### config.mk
export PLATFORM = sky130hd
export DESIGN_NAME = response_arbiter
export DESIGN_NICKNAME = d
export VERILOG_FILES = /design/src/rtl/response_arbiter.sv
export SDC_FILE = /design/constraint.sdc
export NUM_CORES = 1
export LEC_CHECK = 0
export CORE_ASPECT_RATIO = 1.25
export CORE_MARGIN = 1.5
export CORE_UTILIZATION = 38
export DETAILED_ROUTE_END_ITERATION = 10
export PLACE_DENSITY = 0.85
export RECOVER_POWER = 25
export SETUP_SLACK_MARGIN = 0.2
export SYNTH_ARGS = -nofsm -noshare
export SYNTH_HDL_FRONTEND = slang
export SYNTH_SLANG_ARGS = --single-unit
### constraint.sdc
create_clock -name clk -period 4.5 [get_ports clk]
set_input_delay 0.675 -clock clk [delete_from_list [all_inputs] [get_ports clk]]
set_output_delay 0.675 -clock clk [all_outputs]
set_load 0.005 [all_outputs]
### src/rtl/response_arbiter.sv
// Response channel arbiter: hands the single upstream param/done channel to the unit serving
// the current command or to a round-robin-selected involuntary requester, with a frame watchdog.
module response_arbiter #(
    parameter int         NUNITS       = 4,
    parameter int         UNIT_BITS    = 4,
    parameter int         TIMEOUT      = 65535,
    parameter logic [7:0] RSP_BAD_UNIT = 8'hfe,
    parameter logic [7:0] RSP_TIMEOUT  = 8'hff
) (
    input  logic                  clk,
    input  logic                  rst,
    input  logic                  i_cmd_ready,
    input  logic [UNIT_BITS-1:0]  i_cmd_unit,
    output logic                  o_cmd_ack,
    output logic [NUNITS-1:0]     o_unit_cmd_ready,
    input  logic [32*NUNITS-1:0]  i_unit_param_data,
    input  logic [NUNITS-1:0]     i_unit_param_write,
    input  logic [NUNITS-1:0]     i_unit_done,
    input  logic [NUNITS-1:0]     i_unit_invol_req,
    output logic [NUNITS-1:0]     o_unit_invol_grant,
    output logic [31:0]           o_param_data,
    output logic                  o_param_write,
    output logic                  o_rsp_done,
    output logic                  o_rsp_invol,
    output logic                  o_rsp_err,
    output logic                  o_busy
);
    typedef enum logic [1:0] {
        S_IDLE  = 2'd0,
        S_CMD   = 2'd1,
        S_INVOL = 2'd2,
        S_ERR   = 2'd3
    } state_t;

    state_t            r_state;
    state_t            w_state_nxt;
    logic [3:0]        r_owner;
    logic [3:0]        r_rr;
    logic [15:0]       r_wdog;
    logic [7:0]        r_code;
    logic              r_err_invol;
    logic              r_cmd_ack;
    logic [NUNITS-1:0] r_unit_cmd_ready;
    logic [NUNITS-1:0] r_grant;
    logic [31:0]       r_param_data;
    logic              r_param_write;
    logic              r_rsp_done;
    logic              r_rsp_invol;
    logic              r_rsp_err;
    logic              r_busy;

    logic              w_own_write;
    logic              w_own_done;
    logic [31:0]       w_own_data;
    logic              w_cmd_ok;
    logic [3:0]        w_cmd_idx;
    logic [NUNITS-1:0] w_cmd_onehot;
    logic              w_req_any;
    logic [3:0]        w_pick;
    logic [NUNITS-1:0] w_pick_onehot;
    logic [4:0]        w_dist;
    logic [4:0]        w_best;
    logic              w_take;
    logic              w_wdog_hit;

    logic              w_cmd_ack_nxt;
    logic [NUNITS-1:0] w_ucr_nxt;
    logic [NUNITS-1:0] w_grant_nxt;
    logic [31:0]       w_pdata_nxt;
    logic              w_pwrite_nxt;
    logic              w_done_nxt;
    logic              w_invol_nxt;
    logic              w_err_nxt;
    logic [3:0]        w_owner_nxt;
    logic [3:0]        w_rr_nxt;
    logic [15:0]       w_wdog_nxt;
    logic [7:0]        w_code_nxt;
    logic              w_err_invol_nxt;

    // Select the current owner's strobes and data; every other unit is invisible.
    always_comb begin
        w_own_write = 1'b0;
        w_own_done  = 1'b0;
        w_own_data  = 32'd0;
        for (int i = 0; i < NUNITS; i++) begin
            w_own_write |= (r_owner == 4'(i)) & i_unit_param_write[i];
            w_own_done  |= (r_owner == 4'(i)) & i_unit_done[i];
            w_own_data  |= {32{r_owner == 4'(i)}} & i_unit_param_data[32*i +: 32];
        end
    end

    // Command decode and round-robin pick (smallest modular distance from r_rr wins).
    always_comb begin
        w_cmd_ok      = (32'(i_cmd_unit) < NUNITS);
        w_cmd_idx     = 4'(i_cmd_unit);
        w_cmd_onehot  = '0;
        w_req_any     = |i_unit_invol_req;
        w_pick        = 4'd0;
        w_pick_onehot = '0;
        w_best        = 5'h1f;
        w_dist        = 5'd0;
        w_take        = 1'b0;
        for (int i = 0; i < NUNITS; i++) begin
            w_cmd_onehot[i] = w_cmd_ok & (w_cmd_idx == 4'(i));
            w_dist = (5'(i) >= {1'b0, r_rr}) ? (5'(i) - {1'b0, r_rr})
                                              : (5'(i) + 5'(NUNITS) - {1'b0, r_rr});
            w_take = i_unit_invol_req[i] & (w_dist < w_best);
            w_pick = w_take ? 4'(i) : w_pick;
            w_best = w_take ? w_dist : w_best;
        end
        for (int i = 0; i < NUNITS; i++) begin
            w_pick_onehot[i] = (w_pick == 4'(i));
        end
        w_wdog_hit = (r_wdog == 16'(TIMEOUT));
    end

    // State register.
    always_ff @(posedge clk or posedge rst) begin
        if (rst) begin
            r_state <= S_IDLE;
        end else begin
            r_state <= w_state_nxt;
        end
    end

    // Next-state logic; owner done beats an owner write, which beats the watchdog.
    always_comb begin
        w_state_nxt = r_state;
        case (r_state)
            S_IDLE: begin
                if (i_cmd_ready) begin
                    w_state_nxt = w_cmd_ok ? S_CMD : S_ERR;
                end else if (w_req_any) begin
                    w_state_nxt = S_INVOL;
                end else begin
                    w_state_nxt = S_IDLE;
                end
            end
            S_CMD, S_INVOL: begin
                if (w_own_done) begin
                    w_state_nxt = S_IDLE;
                end else if (!w_own_write && w_wdog_hit) begin
                    w_state_nxt = S_ERR;
                end else begin
                    w_state_nxt = r_state;
                end
            end
            S_ERR:   w_state_nxt = S_IDLE;
            default: w_state_nxt = S_IDLE;
        endcase
    end

    // Output/datapath next values, registered below.
    always_comb begin
        w_cmd_ack_nxt   = 1'b0;
        w_ucr_nxt       = '0;
        w_grant_nxt     = '0;
        w_pdata_nxt     = 32'd0;
        w_pwrite_nxt    = 1'b0;
        w_done_nxt      = 1'b0;
        w_invol_nxt     = 1'b0;
        w_err_nxt       = 1'b0;
        w_owner_nxt     = r_owner;
        w_rr_nxt        = r_rr;
        w_wdog_nxt      = 16'd0;
        w_code_nxt      = r_code;
        w_err_invol_nxt = r_err_invol;
        case (r_state)
            S_IDLE: begin
                if (i_cmd_ready) begin
                    w_cmd_ack_nxt   = 1'b1;
                    w_ucr_nxt       = w_cmd_onehot;
                    w_owner_nxt     = w_cmd_idx;
                    w_code_nxt      = RSP_BAD_UNIT;
                    w_err_invol_nxt = 1'b0;
                end else if (w_req_any) begin
                    w_grant_nxt = w_pick_onehot;
                    w_owner_nxt = w_pick;
                    w_invol_nxt = 1'b1;
                    w_rr_nxt    = (w_pick == 4'(NUNITS - 1)) ? 4'd0 : (w_pick + 4'd1);
                end else begin
                    w_owner_nxt = r_owner;
                end
            end
            S_CMD, S_INVOL: begin
                w_invol_nxt = (r_state == S_INVOL);
                if (w_own_done) begin
                    w_done_nxt  = 1'b1;
                    w_pdata_nxt = w_own_data;
                end else if (w_own_write) begin
                    w_pwrite_nxt = 1'b1;
                    w_pdata_nxt  = w_own_data;
                    w_grant_nxt  = r_grant;
                end else if (w_wdog_hit) begin
                    w_code_nxt      = RSP_TIMEOUT;
                    w_err_invol_nxt = (r_state == S_INVOL);
                end else begin
                    w_grant_nxt = r_grant;
                    w_wdog_nxt  = r_wdog + 16'd1;
                end
            end
            S_ERR: begin
                w_done_nxt  = 1'b1;
                w_err_nxt   = 1'b1;
                w_pdata_nxt = {24'd0, r_code};
                w_invol_nxt = r_err_invol;
            end
            default: begin
                w_owner_nxt = 4'd0;
            end
        endcase
    end

    // Registered outputs and datapath state.
    always_ff @(posedge clk or posedge rst) begin
        if (rst) begin
            r_cmd_ack        <= 1'b0;
            r_unit_cmd_ready <= '0;
            r_grant          <= '0;
            r_param_data     <= 32'd0;
            r_param_write    <= 1'b0;
            r_rsp_done       <= 1'b0;
            r_rsp_invol      <= 1'b0;
            r_rsp_err        <= 1'b0;
            r_busy           <= 1'b0;
            r_owner          <= 4'd0;
            r_rr             <= 4'd0;
            r_wdog           <= 16'd0;
            r_code           <= 8'd0;
            r_err_invol      <= 1'b0;
        end else begin
            r_cmd_ack        <= w_cmd_ack_nxt;
            r_unit_cmd_ready <= w_ucr_nxt;
            r_grant          <= w_grant_nxt;
            r_param_data     <= w_pdata_nxt;
            r_param_write    <= w_pwrite_nxt;
            r_rsp_done       <= w_done_nxt;
            r_rsp_invol      <= w_invol_nxt;
            r_rsp_err        <= w_err_nxt;
            r_busy           <= (w_state_nxt != S_IDLE);
            r_owner          <= w_owner_nxt;
            r_rr             <= w_rr_nxt;
            r_wdog           <= w_wdog_nxt;
            r_code           <= w_code_nxt;
            r_err_invol      <= w_err_invol_nxt;
        end
    end

    assign o_cmd_ack          = r_cmd_ack;
    assign o_unit_cmd_ready   = r_unit_cmd_ready;
    assign o_unit_invol_grant = r_grant;
    assign o_param_data       = r_param_data;
    assign o_param_write      = r_param_write;
    assign o_rsp_done         = r_rsp_done;
    assign o_rsp_invol        = r_rsp_invol;
    assign o_rsp_err          = r_rsp_err;
    assign o_busy             = r_busy;

endmodule
==> results.py <==
metrics = {
    "outcome": {
        "run_status": "finished with violations",
        "violations": "max-capacitance violations, max-slew violations, negative setup slack",
    },
    "clock_network": {
        "h-tree-depth": 3,
        "clock_sinks": 73,
        "cts_tree": "done",
        "hold_buffers": 0,
        "clk_latency_ns": 0.34,
        "cts-root-buf": "clkbuf_16",
        "path_clk_slew_ns": 0.06,
        "clk_path_buf_depth": 2,
        "cts_buffers": 9,
    },
    "finish": {
        "drive_above_1_share": 0.1581,
        "fill_cells": 797,
        "synthToLayoutAreaGrowth_pct": 68.87,
        "final_common_cell": "clkdlybuf4s50_1",
        "ff_latch_area_um2": 1828,
        "final_cell_area_um2": 7032,
        "final_cell_mix": "190 x clkdlybuf4s50_1, 72 x dfrtp_1, 48 x a22oi_1",
        "fin_cells": 771,
        "diodes": 0,
        "final_nets": 802,
        "multiInputGateArea_um2": 2432,
    },
    "placement": {
        "numPortBuffers": 192,
        "dpl_cell_area_um2": 6409,
        "place_congestion": 0.8751,
        "post-dp-hpwl_um": 10510,
        "dp_cells": 744,
        "pre_cts_ws_ns": -0.4621,
    },
    "grt": {
        "grt_pass1_vias": 4358,
        "grt_antenna_before_repair": 0,
        "grt_max_degree": 46,
        "grtUsageTotal": 0.2485,
        "grt_pass1_wl_um": 22650,
        "grt_overflow": 0,
    },
    "logic_synthesis": {
        "yosysSeqAreaShare": 0.4387,
        "synth_area_um2": 4164,
        "synth_edf_count": 0,
        "synth-async-reset-ratio": 1.000,
        "yosys.area_share.simple": 0.1719,
        "synthMuxAreaShare": 0.02254,
        "ys.flop_type": "dfrtp_1",
        "synth.distinct_cells": 58,
        "synth_top_family_by_area": "compound AO/OA/AOI/OAI gates",
        "yosysWarningCount": 0,
        "synthAdderAreaFrac": 0.06310,
        "synthXorXnorAreaFrac": 0.02945,
        "syn_inst": 415,
        "synth_seq_cells": 73,
        "synth-compound-area-share": 0.2275,
        "syn_avg_cell_area_um2": 10.03,
    },
    "pwr": {
        "leakage_uw": 0.002895,
        "p_comb_frac": 0.571,
        "clockPowerShare": 0.196,
        "p_per_area_nw_per_um2": 591.2,
        "switching_share": 0.3891,
        "seqPwrFrac": 0.233,
        "vdd_ir_drop_max_mv": 0.3465,
        "internal_power_uw": 2539,
        "p_switching_uw": 1618,
    },
    "worst_setup_path": {
        "worst-endpoint-required_ns": 4.76,
        "cp_max_fo": 3,
        "critPathKind": "reg -> reg",
        "endpoint_kind": "flop",
        "r2r_cells": 22,
        "cp.arrival_ns": 4.85,
        "setup.worst_path.start_class": "flop",
    },
    "timing": {
        "slew_viol_final": 46,
        "period_minus_slack_ns": 4.586,
        "whs_ns": 0.5070,
        "fin_ws_ns": -0.08641,
        "min_period_over_period": 1.019,
        "setup_tns_ns": -0.2137,
        "tightest_slew_ns": 1.691,
        "setup_viol": 5,
        "max_freq_ghz": 0.2180,
        "clock_skew_ns": 0.008077,
        "slew-limit-headroom": -0.1287,
        "rsz0062_at_grt": "yes",
        "hold_viol_final": 0,
    },
    "routing": {
        "drt-initial-drc-count": 203,
        "vias": 4269,
        "firstDrtPassIters": 5,
        "ant_nets": 0,
        "drc_errors": 0,
        "routed_via_density": 5.537,
        "wl_um": 14920,
        "wl_per_cell_um": 19.35,
    },
    "floorplanning": {
        "core-area_um2": 10620,
        "initial_utilization": 0.3923,
        "dieArea_um2": 11600,
        "core.rowCount": 42,
        "ios": 193,
        "die_w_um": 96.63,
        "die_y_um": 120.0,
    },
    "min_path": {
        "hold_depth": 1,
        "hp-class": "reg -> reg",
    },
    "run": {
        "drv_cap": 1,
    },
}
==> logic make-up after synthesis <==
kind of cell	count (synthesis)
XOR/XNOR	14
flip-flops	73
AND/OR/NAND/NOR	119
buffers and inverters	43
other	1
adder cells (fa/ha/maj)	21
multiplexers	9
AO/OA/AOI/OAI	135
==> state kept, by name, indices dropped and copies added, names as in the netlist, 2 cells and up <==
register / cells
o_param_data: 32
o_unit_cmd_ready: 4
o_unit_invol_grant: 4
r_code: 2
r_owner: 4
r_rr: 2
r_state: 2
r_wdog: 16
==> final timing paths <==
kind	startpoint	endpoint	slack [ns]
max	r_rr[1]	r_rr[0]	-0.09
min	r_wdog[0]	r_wdog[0]	0.51
max reg2reg	r_rr[1]	r_rr[0]	-0.09
min reg2reg	r_wdog[0]	r_wdog[0]	0.51
max in group asynchronous	rst	r_wdog[12]	1.97
min in group asynchronous	rst	o_param_data[28]	1.32
==> area by class of cell <==
cell class / instances / area share
clock buffers: 11 / 0.03452
multi-input cells: 304 / 0.3459
clock inverters: 5 / 0.01459
well taps: 132 / 0.02349
repair buffers: 225 / 0.3100
inverters: 21 / 0.01157
flip-flops and latches: 73 / 0.2600
==> metal layers <==
layer	vias to the layer above	part of all wire	global-route usage
met5	-	0	0
met4	0	0.037	0.1259
met3	37	0.060	0.05475
met2	184	0.53	0.4493
met1	2085	0.37	0.2722
li1	1963	-	-
==> Yosys cell counts (8+ instances only) <==
master	count	area, um^2
a21oi_1	27	135.1
a221oi_1	9	78.83
a22o_1	8	70.07
a22oi_1	49	367.9
and2_1	8	50.05
buf_2	8	40.04
clkbuf_1	10	37.54
dfrtp_1	73	1827
ha_1	21	262.8
inv_1	21	78.83
nand2_1	30	112.6
nor2_1	22	82.58
nor2_4	9	101.4
o21ai_0	14	70.07
xnor2_1	8	70.07
==> worst max-delay path: stages (launching register included) <==
cell and delay [ns]:
dfrtp_1 0.41, inv_2 0.13, ha_4 0.19, xnor2_4 0.13, and2_4 0.18, ha_4 0.13, nand3b_1 0.07, o211a_1 0.26
or3_4 0.39, ha_4 0.23, a211oi_2 0.20, o21ai_2 0.08, a21oi_2 0.13, a21bo_2 0.26, mux2_4 0.32, ha_4 0.26
o211a_1 0.18, o31ai_4 0.10, a22oi_2 0.24, nand2_2 0.16, ha_4 0.19, nor2_1 0.08, a32o_1 0.17
==> power by group through the flow <==
stage               logic [uW]  clock network (uW)  registers [uW]
global placement          1930                   0             964
CTS                       2170                 826             966
detailed placement        2010                   0             971
global route              2540                 849             983
finish                    2370                 815             968
floorplan                 1240                   0             953
==> per-stage QoR <==
| stage | total power, uW | utilization |
|---|---|---|
| 4_1_cts | 3963 | 0.6499 |
| 3_5_place_dp | 2981 | 0.6037 |
| 3_3_place_gp | 2890 | 0.6037 |
| 2_1_floorplan | 2188 | - |
| 6_report | 4157 | 0.6624 |
| 5_1_grt | 4375 | 0.6624 |
==> repair_timing <==
action / CTS / global route
pin swaps: 10 / 24
buffers inserted: 7 / 4
gates resized for setup: 18 / 16
setup endpoints to repair: 8 / 8
Power figures use the tool's default switching activity.
